`src/rtl/my_xor2_parity_rx_if.sv`:
```
// Receiver-side bus for the parity RX: clock enable, framed serial input,
// and the completed-word / error results handed to downstream logic.
interface my_xor2_parity_rx_if #(
  parameter int DATA_W = 8,
  parameter int ERR_W  = 8
);
  logic              CE;
  logic              IN_START;
  logic              IN_D;
  logic [DATA_W-1:0] O_DATA;
  logic              O_VALID;
  logic              O_PERR;
  logic [ERR_W-1:0]  O_ERR_CNT;
  logic              O_BUSY;

  modport master (
    output CE, IN_START, IN_D,
    input  O_DATA, O_VALID, O_PERR, O_ERR_CNT, O_BUSY
  );

  modport slave (
    input  CE, IN_START, IN_D,
    output O_DATA, O_VALID, O_PERR, O_ERR_CNT, O_BUSY
  );
endinterface

```
`src/rtl/my_xor2_parity_rx.sv`:
```
// Serial parity receiver: deserialises start/data/parity frames, rechecks the
// running XOR and reports the word, a parity-error flag and a saturating count.
module my_xor2_parity_rx #(
  parameter int DATA_W = 8,
  parameter bit ODD    = 1'b0,
  parameter int ERR_W  = 8
) (
  input logic                CLK,
  input logic                RESET,
  my_xor2_parity_rx_if.slave bus
);

  localparam int                CNT_W    = (DATA_W > 1) ? $clog2(DATA_W) : 1;
  localparam logic [CNT_W-1:0]  LAST_BIT = CNT_W'(DATA_W - 1);

  typedef enum logic [1:0] {
    IDLE   = 2'd0,
    DATA   = 2'd1,
    PARITY = 2'd2
  } state_t;

  state_t             state;
  state_t             state_next;
  logic [CNT_W-1:0]   bit_cnt;
  logic               acc;
  logic [DATA_W-1:0]  shreg;
  logic [DATA_W-1:0]  data_q;
  logic               valid_q;
  logic               perr_q;
  logic [ERR_W-1:0]   err_cnt;
  logic               frame_done;
  logic               perr_next;

  always_ff @(posedge CLK or negedge RESET) begin
    if (!RESET) state <= IDLE;
    else        state <= state_next;
  end

  // A start strobe always wins, so it restarts the frame even on the parity edge.
  always_comb begin
    state_next = state;
    frame_done = 1'b0;
    perr_next  = (acc ^ bus.IN_D) != ODD;
    if (bus.CE) begin
      if (bus.IN_START) begin
        state_next = DATA;
      end else begin
        case (state)
          DATA: begin
            if (bit_cnt == LAST_BIT) state_next = PARITY;
          end
          PARITY: begin
            state_next = IDLE;
            frame_done = 1'b1;
          end
          default: state_next = state;
        endcase
      end
    end
  end

  always_ff @(posedge CLK or negedge RESET) begin
    if (!RESET) begin
      bit_cnt <= '0;
      acc     <= 1'b0;
      shreg   <= '0;
      data_q  <= '0;
      valid_q <= 1'b0;
      perr_q  <= 1'b0;
      err_cnt <= '0;
    end else begin
      valid_q <= 1'b0;
      if (bus.CE) begin
        if (bus.IN_START) begin
          bit_cnt <= '0;
          acc     <= 1'b0;
        end else if (state == DATA) begin
          shreg[bit_cnt] <= bus.IN_D;
          acc            <= acc ^ bus.IN_D;
          bit_cnt        <= bit_cnt + 1'b1;
        end
      end
      if (frame_done) begin
        data_q  <= shreg;
        perr_q  <= perr_next;
        valid_q <= 1'b1;
        if (perr_next && (err_cnt != '1)) err_cnt <= err_cnt + 1'b1;
      end
    end
  end

  assign bus.O_DATA    = data_q;
  assign bus.O_VALID   = valid_q;
  assign bus.O_PERR    = perr_q;
  assign bus.O_ERR_CNT = err_cnt;
  assign bus.O_BUSY    = (state != IDLE);

endmodule

```
`src/flat_wrapper.sv`:
```
// flat-port wrapper written by rule: the top's interface ports become plain ports
module my_xor2_parity_rx_flat 
#(
  parameter int DATA_W = 8,
  parameter bit ODD    = 1'b0,
  parameter int ERR_W  = 8
)
  (CLK, RESET, bus_CE, bus_IN_START, bus_IN_D, bus_O_DATA, bus_O_VALID, bus_O_PERR, bus_O_ERR_CNT, bus_O_BUSY);
  my_xor2_parity_rx_if #(.DATA_W(DATA_W), .ERR_W(ERR_W)) bus_i ();
  input logic CLK;
  input logic RESET;
  input wire logic [$bits(bus_i.CE)-1:0] bus_CE;
  input wire logic [$bits(bus_i.IN_START)-1:0] bus_IN_START;
  input wire logic [$bits(bus_i.IN_D)-1:0] bus_IN_D;
  output wire logic [$bits(bus_i.O_DATA)-1:0] bus_O_DATA;
  output wire logic [$bits(bus_i.O_VALID)-1:0] bus_O_VALID;
  output wire logic [$bits(bus_i.O_PERR)-1:0] bus_O_PERR;
  output wire logic [$bits(bus_i.O_ERR_CNT)-1:0] bus_O_ERR_CNT;
  output wire logic [$bits(bus_i.O_BUSY)-1:0] bus_O_BUSY;
  assign bus_i.CE = bus_CE;
  assign bus_i.IN_START = bus_IN_START;
  assign bus_i.IN_D = bus_IN_D;
  assign bus_O_DATA = bus_i.O_DATA;
  assign bus_O_VALID = bus_i.O_VALID;
  assign bus_O_PERR = bus_i.O_PERR;
  assign bus_O_ERR_CNT = bus_i.O_ERR_CNT;
  assign bus_O_BUSY = bus_i.O_BUSY;
  my_xor2_parity_rx #(.DATA_W(DATA_W), .ODD(ODD), .ERR_W(ERR_W)) u_core (.CLK(CLK), .RESET(RESET), .bus(bus_i));
endmodule
```
`config.mk`:
```
export PLATFORM = sky130hd
export DESIGN_NAME = my_xor2_parity_rx_flat
export DESIGN_NICKNAME = d
export VERILOG_FILES = /design/src/rtl/my_xor2_parity_rx_if.sv /design/src/rtl/my_xor2_parity_rx.sv /design/src/flat_wrapper.sv
export SDC_FILE = /design/constraint.sdc
export NUM_CORES = 1
export LEC_CHECK = 0
export ABC_CLOCK_PERIOD_IN_PS = 2100
export CAP_MARGIN = 15
export CORE_ASPECT_RATIO = 0.75
export CORE_MARGIN = 4
export CORE_UTILIZATION = 45
export CTS_BUF_LIST = sky130_fd_sc_hd__clkbuf_8
export DETAILED_ROUTE_END_ITERATION = 12
export GPL_TIMING_DRIVEN = 0
export PLACE_DENSITY = 0.76
export SKIP_LAST_GASP = 1
export SLEW_MARGIN = 0
export SYNTH_ARGS = -nofsm -noshare
export SYNTH_HDL_FRONTEND = slang
export SYNTH_SLANG_ARGS = --single-unit
```
`constraint.sdc`:
```
create_clock -name CLK -period 2.1 [get_ports CLK]
set_input_delay 0.42 -clock CLK [delete_from_list [all_inputs] [get_ports CLK]]
set_output_delay 0.42 -clock CLK [all_outputs]
set_load 0.02 [all_outputs]
```
After elaboration in Yosys (flattened, before gate mapping)
Index checks and enable logic that the tools add are counted.
Storage, ports and cells
  register bits: 32
  latch bits: 0
  memory bits (writable): 0
  memory bits (read-only): 0
  bits of input ports: 5
  output and inout bits: 19
  logic and storage cells: 42
  memories kept: 0
Operators by class
  add/subtract/negate cells: 2
  $mul: 0
  divide/modulo/power cells: 0
  $lt $le $gt $ge: 2
  equality and inequality tests: 5
  shift operators: 0
  muxes and demuxes: 14
  bitwise logic cells: 2
  reductions and logical operators: 9
Operators by type and width (number)
  $add 8x1->8 const B: 1
  $bwmux 8: 1
  $ne 8x8->1 const B: 1
  $mux 1: 7
  $mux 3: 2
  $reduce_and 3->1: 2
  $lt 3x4->1 const B: 1
  $mux 2: 2
  $pmux 2 s2: 1
  $reduce_and 2->1: 2
  $reduce_bool 2->1: 2
  $add 3x1->3 const B: 1
  $demux 1 s3: 1
  $eq 3x3->1 const B: 1
  $ge 3x1->1 const B: 1
  $ne 3x2->1 const B: 1
  $reduce_bool 3->1: 1
  $eq 2x1->1 const B: 1
  $eq 2x2->1 const B: 1
  $logic_and 1x1->1: 2
  $not 1->1: 1
  $xor 1x1->1: 1

Depth between registers and ports, before layout
  word-level depth: 5
  gate-level depth with buffers: 5
  depth with buffers taken out: 5

Worst setup path before layout
OpenSTA, ideal clock, no wires.
  kind: input port to flip-flop
  start: input bus_CE
  end: register u_core.shreg[3]
  setup time: 0.125 ns
  arrival: 1.512 ns
  required time: 1.975 ns
  path slack: 0.463 ns
  stages on the path: 5
  path buffers: 1
  cell sequence: buf_6 -> nand3b_4 -> or3b_4 -> nor3b_2 -> mux2_2
Between the ends
  word-level cells in the longest chain between the ends: 1
RTL lines
  from (decl): RTL line flat_wrapper.sv:12  | input wire logic [$bits(bus_i.CE)-1:0] bus_CE;
  $reduce_and 3->1 (no source line)
  to (signal, indexed assignment): RTL line my_xor2_parity_rx.sv:78  | shreg[bit_cnt] <= bus.IN_D;
  to (decl): RTL line my_xor2_parity_rx.sv:26  | logic [DATA_W-1:0] shreg;
No other way between the ends.
A chain may end at the register's enable or synchronous reset.

Worst setup path after layout
  start: register u_core.state[0]
  end: output bus_O_BUSY
Between the ends
  word-level cells in the longest chain between the ends: 1
RTL lines
  from (decl): RTL line my_xor2_parity_rx.sv:22  | state_t state;
  from (signal assigned): RTL line my_xor2_parity_rx.sv:36  | else state <= state_next;
  $reduce_bool 2->1: RTL line my_xor2_parity_rx.sv:96  | assign bus.O_BUSY = (state != IDLE);
  to (decl): RTL line flat_wrapper.sv:19  | output wire logic [$bits(bus_i.O_BUSY)-1:0] bus_O_BUSY;
No other way between the ends.

==> out/metrics.yaml <==
core_um2: 3042
numCtsBuffers: 5
first_iter_violations: 37
reg2regPathDepth: 4
ioPinCount: 24
top_layer_used: "met4"
syn_area_per_cell_um2: 12.20
min_period_over_period_pct: 93.48
gp_congestion: 0.7892
final-max-slew-violation-count: 0
grt_pass1_wl_mm: 4.491
slew_headroom_pct: 36.34
crit_required_ns: 1.68
synth_seq_area_share_pct: 54.24
syn_area_um2: 1476
dieArea_um2: 4271
final_cell_mix: "dfrtp_1 (32), clkdlybuf4s50_1 (22), mux2_2 (20)"
dr_total_vias: 1009
outcome: "complete, no violations"
utilization_pct: 60.39
finalNetCount: 159
postCtsSetupRepairBufs: 0
layout_min_cycle_time_ns: 1.963
worstPathArrival_ns: 1.54
floorplan.rows: 17
synthDistinctLibCells: 36
hp-class: "in2reg"
die_h_um: 57.61
antenna_found_initial: 0
met2_length_mm: 1.173
dr.pass1.iters: 4
final_area_um2: 1837
fmax_mhz: 509.4
worstSkewPairLatency_ns: 0.28
drive_gt1_share_pct: 25.17
portBuffers: 22
setup_tns_ns: 0
route.met3.wl_um: 149
fin_skew_ns: 0.003809
p_leak_uw: 0.0008470
ant_nets: 0
syn2layout_area_growth_pct: 24.41
vias_per_cell: 5.339
clockRootBuffer: "clkbuf_8"
synth-warning-count: 0
setup-violations-final: 0
vdd_drop_max_mv: 0.4301
ys.flop_type: "dfrtp_1"
overflow: 0
maxCapViolations: 0
finalPower_uw: 1261
min_path_cells: 2
cp_max_fo: 6
tightest_slew_ns: 0.9519
synthArstFlopShare_pct: 100.0
routedWlPerCell_um: 13.67
cp-end-kind: "output pin"
synth_edf_count: 0
wirelength_mm: 2.584
ys_seq_elements: 32
clock_sinks: 32
clk_path_buf_depth: 2
hpwl_mm: 1.891
finalHoldViolations: 0
clkTransAtPathRegs_ns: 0.06
grt_max_degree: 21
dpl_cell_area_um2: 1759
rsz0062_at_grt: "false"
worst_setup_path_start_kind: "flop"
synthCells: 121
drcViolationCount: 0
p_per_area_nw_per_um2: 686.6
initial_core_util_pct: 48.54
wl_met1_mm: 1.227
fp.dieW_um: 74.14
holdBufCountCts: 0
tritoncts: "yes"
grt_pass1_vias: 982
cts_resized: 0
htree_levels: 2
layout_commonest_cell: "dfrtp_1"
crit_type: "reg2out"
grt_use_total_pct: 14.05
num-fill-cells: 252
antenna_cells: 0
syn-num-nets: 129
power by group:
group | internal, µW | total, µW | switching (µW)
logic | 71.6 | 135 | 63.0
registers | 670 | 699 | 28.0
clock network | 220 | 428 | 208
Yosys cell counts (2+ instances only):
cell type  number  area [µm²]
a22o_1          2       17.52
nor3_1          6       30.03
inv_1           3       11.26
mux2_2         20       225.2
o21ai_0         4       20.02
nand2_1        11       41.29
nor3b_2         2       25.02
nand3b_1        2       15.01
ha_1            3       37.54
nor2_1          4       15.01
nand3_1         4       20.02
dfrtp_1        32       800.8
xor2_1          2       17.52
a21oi_1         4       20.02
per-stage QoR:
| step | hold WS, ns | std cells | worst slack, ns |
|---|---|---|---|
| after floorplan | 0.1244 | 121 | 0.4633 |
| after global placement | 0.4864 | 181 | -0.07789 |
| after detailed placement | 0.4932 | 182 | -0.08912 |
| after CTS | 0.3497 | 189 | 0.1177 |
| after global routing | 0.3554 | 189 | 0.07052 |
| final | 0.3530 | 189 | 0.1369 |
kinds of logic (layout without fill, tap and decap cells):
kind of cell	Yosys count	after routing	synth area share (%)
simple gates	42	42	17.46
flops	32	32	54.24
mux	21	21	16.27
compound gates	12	12	4.831
buf+inv	8	38	2.881
fa+ha+maj	3	3	2.543
xor+xnor	3	3	1.780
registers in the layout (all words and copies together) (netlist names):
| name | cells |
|---|---|
| u_core.bit_cnt | 3 |
| u_core.bus.O_VALID | 1 |
| u_core.shreg | 8 |
| u_core.state | 2 |
| u_core.bus.O_ERR_CNT | 8 |
| u_core.bus.O_PERR | 1 |
| u_core.bus.O_DATA | 8 |
| u_core.acc | 1 |
cell type report:
class                           count  area (µm²)  share of cell area, %
Buffer                              5       31.28                  1.703
Clock buffer                        5       68.82                  3.747
Multi-Input combinational cell     81       633.1                  34.47
Timing Repair Buffer               23       235.2                  12.81
Sequential cell                    32       800.8                  43.60
Inverter                            3       11.26                 0.6131
Clock inverter                      2       8.758                 0.4768
Tap cell                           38       47.55                  2.589
final timing paths:
path | from | to | slack [ns]
worst max-delay path | u_core.state[0] | bus_O_BUSY | 0.14
worst min-delay path | bus_CE | u_core.state[1] | 0.35
worst max register to register | u_core.state[1] | u_core.shreg[3] | 0.41
worst min register to register | u_core.shreg[0] | u_core.shreg[0] | 0.50
max in group asynchronous | RESET | u_core.bus.O_DATA[0] | 0.82
min in group asynchronous | RESET | u_core.bus.O_ERR_CNT[7] | 0.67
critical path, stage by stage, from the launching register on:
cell             delay [ns]
dfrtp_1                0.44
or2_2                  0.29
clkdlybuf4s50_1        0.54
metal layers:
metal / vias up / track usage, %
met5: - / 0
met1: 489 / 17.48
met4: 0 / 6.202
met3: 4 / 4.930
met2: 33 / 21.97
li1: 483 / -
Power figures use the tool's default switching activity.
==> edit, RTL diff (same flow settings) <==
`DATA_W` is set to 8 in 3 places; all go to 16.
--- a/src/rtl/my_xor2_parity_rx_if.sv
+++ b/src/rtl/my_xor2_parity_rx_if.sv
@@ -3,3 +3,3 @@
 interface my_xor2_parity_rx_if #(
-  parameter int DATA_W = 8,
+  parameter int DATA_W = 16,
   parameter int ERR_W  = 8
--- a/src/rtl/my_xor2_parity_rx.sv
+++ b/src/rtl/my_xor2_parity_rx.sv
@@ -3,3 +3,3 @@
 module my_xor2_parity_rx #(
-  parameter int DATA_W = 8,
+  parameter int DATA_W = 16,
   parameter bit ODD    = 1'b0,
--- a/src/flat_wrapper.sv
+++ b/src/flat_wrapper.sv
@@ -3,3 +3,3 @@
 #(
-  parameter int DATA_W = 8,
+  parameter int DATA_W = 16,
   parameter bit ODD    = 1'b0,
Ports: changed (resized bus_O_DATA); port bits go from 24 to 32. No check against the original RTL was run, so the function may have changed too.
==> edit against the original RTL <==
  * Area after synthesis grew 54%
  * Largest power group unchanged
  * Routed wire length grew 65%
  * Worst hold slack lost 0.24 ns
  * Core utilization shrank 4.3 points
  * Setup slack lost 0.067 ns
  * Power grew 56%
  * Register-to-register slack lost 0.06 ns
  * Highest routed layer unchanged
  * Count of clock-buffer cells in the layout is the same
  * Cell area grew 49%
  * Sequential cell count grew 17
==> edit: results (changes against the original RTL) <==
\begin{tabular}{lr}
\hline
Metric & Value \\
\hline
\multicolumn{2}{l}{\textbf{Setup path}} \\
Worst EP arrival & 1.61 ns (was 1.54 ns) \\
Crit Reg-Reg Endpoint & u\_core.bus.O\_ERR\_CNT[1] (was u\_core.shreg[3]) \\
Worst R2R Path Depth & 5 (was 4) \\
Reg-to-reg setup timing slack & 0.35 ns (was 0.41 ns) \\
Reg2Reg Launch Point & u\_core.bus.O\_ERR\_CNT[0] (was u\_core.state[1]) \\
\multicolumn{2}{l}{\textbf{Route}} \\
Total length of routed wires & 4260 um (was 2580 um) \\
DR vias/cell & 5.03 (was 5.34) \\
Number of search-and-repair iterations in the first detailed-routing pass & 6 (was 4) \\
Violation count after the first detailed-route iteration & 93 (was 37) \\
\multicolumn{2}{l}{\textbf{Hold path}} \\
Classification of the worst-slack hold path & in2async (was in2reg) \\
\multicolumn{2}{l}{\textbf{Status}} \\
Result of the run & complete, no violations (unchanged) \\
\multicolumn{2}{l}{\textbf{Placement}} \\
Placement-stage cell area & 2650 sq um (was 1760 sq um) \\
Total half-perimeter wirelength after legalization and detailed placement & 3070 um (was 1890 um) \\
Total placed cells including tap cells & 304 (was 182) \\
Weighted congestion reported at the end of routability-driven placement & 0.777 (was 0.789) \\
Pre-CTS WS & -0.155 ns (was -0.0891 ns) \\
\multicolumn{2}{l}{\textbf{Power}} \\
Leakage & 1.33 nW (was 0.847 nW) \\
Highest ir drop seen on vdd & 0.263 mV (was 0.430 mV) \\
\multicolumn{2}{l}{\textbf{GRT}} \\
Vias in the first global route & 1585 (was 982) \\
Maximum number of pins on one net before global-route repair & 26 (was 21) \\
Total global-route track usage & 0.149 (was 0.140) \\
First-pass GRT wire length & 7480 um (was 4490 um) \\
\multicolumn{2}{l}{\textbf{Timing}} \\
Maximum clock skew at final layout & 0.00551 ns (was 0.00381 ns) \\
Max\_slew headroom & 0.608 (was 0.363) \\
Hold\_ws & 0.108 ns (was 0.353 ns) \\
\multicolumn{2}{l}{\textbf{Layout}} \\
Non-filler cells in the finished layout & 312 (was 189) \\
Final Net Count & 261 (was 159) \\
Number of fill cells & 439 (was 252) \\
Fraction of layout instances using a drive strength above 1 & 0.111 (was 0.252) \\
\multicolumn{2}{l}{\textbf{Logic synthesis}} \\
Count of mapped cells out of synthesis & 214 (was 121) \\
Portion of the post-synthesis area used by sequential elements & 0.541 (was 0.542) \\
Biggest area contributors in the synthesized netlist & dfrtp\_1 54\%, nand2\_1 10\%, mux2\_1 8.4\%, ha\_1 2.8\%, nand3\_1 1.8\% (was dfrtp\_1 54\%, mux2\_2 15\%, nand2\_1 2.8\%, ha\_1 2.5\%, nor3\_1 2.0\%) \\
Commonest cells post-synth & 63 x nand2\_1, 49 x dfrtp\_1, 17 x mux2\_1 (was 32 x dfrtp\_1, 20 x mux2\_2, 11 x nand2\_1) \\
\multicolumn{2}{l}{\textbf{Clock tree}} \\
Post-CTS clock slew at the launch and capture registers of the worst setup and hold paths & 0.09 ns (was 0.06 ns) \\
\hline
\end{tabular}
edit: worst max-delay path by stage:
stage                     slack, ns                    start                      end  cells after the start
final                          0.07          u_core.state[1]               bus_O_BUSY                      2
after global routing           0.01          u_core.state[1]               bus_O_BUSY                      2
after CTS                      0.06          u_core.state[1]               bus_O_BUSY                      2
after detailed placement      -0.15                   bus_CE         u_core.shreg[15]                      6
after global placement        -0.83                    RESET       u_core.bus.O_VALID                      1
after floorplan                0.41  u_core.bus.O_ERR_CNT[0]  u_core.bus.O_ERR_CNT[1]                      5
edit: cell type report:
type,instances,area [sq um],area share
Sequential cell,49,1230,0.449
Multi-Input combinational cell,147,946,0.346
Timing Repair Buffer,30,305,0.112
Tap cell,60,75.1,0.0275
Clock buffer,5,68.8,0.0252
Buffer,9,61.3,0.0224
Inverter,9,33.8,0.0124
Clock inverter,3,15.0,0.00550
edit: power by group:
| part | leakage [nW] | internal [mW] | switching, mW |
|---|---|---|---|
| combinational | 0.629 | 0.133 | 0.176 |
| clock | 0.0467 | 0.226 | 0.301 |
| sequential | 0.657 | 1.07 | 0.0675 |
| total | 1.33 | 1.43 | 0.545 |
edit: worst max-delay path: stages, from the launching register on:
cell	delay, ns
dfrtp_1	0.45
or2_2	0.32
clkdlybuf4s50_1	0.54
edit: logic make-up after synthesis:
| logic type | share of synthesized area |
|---|---|
| and+or+nand+nor | 0.219 |
| DFF | 0.541 |
| muxes | 0.0999 |
| AOI/OAI and AO/OA | 0.0519 |
| buffers and inverters | 0.0419 |
| adders and majority gates | 0.0276 |
| xor gates and xnor gates | 0.0188 |
edit: layer usage:
metal	vias up	wire length [um]	track usage
li1	785	-	-
met5	-	0	0
met4	0	75	0.0628
met3	7	118	0.0325
met1	750	2190	0.206
met2	26	1870	0.226
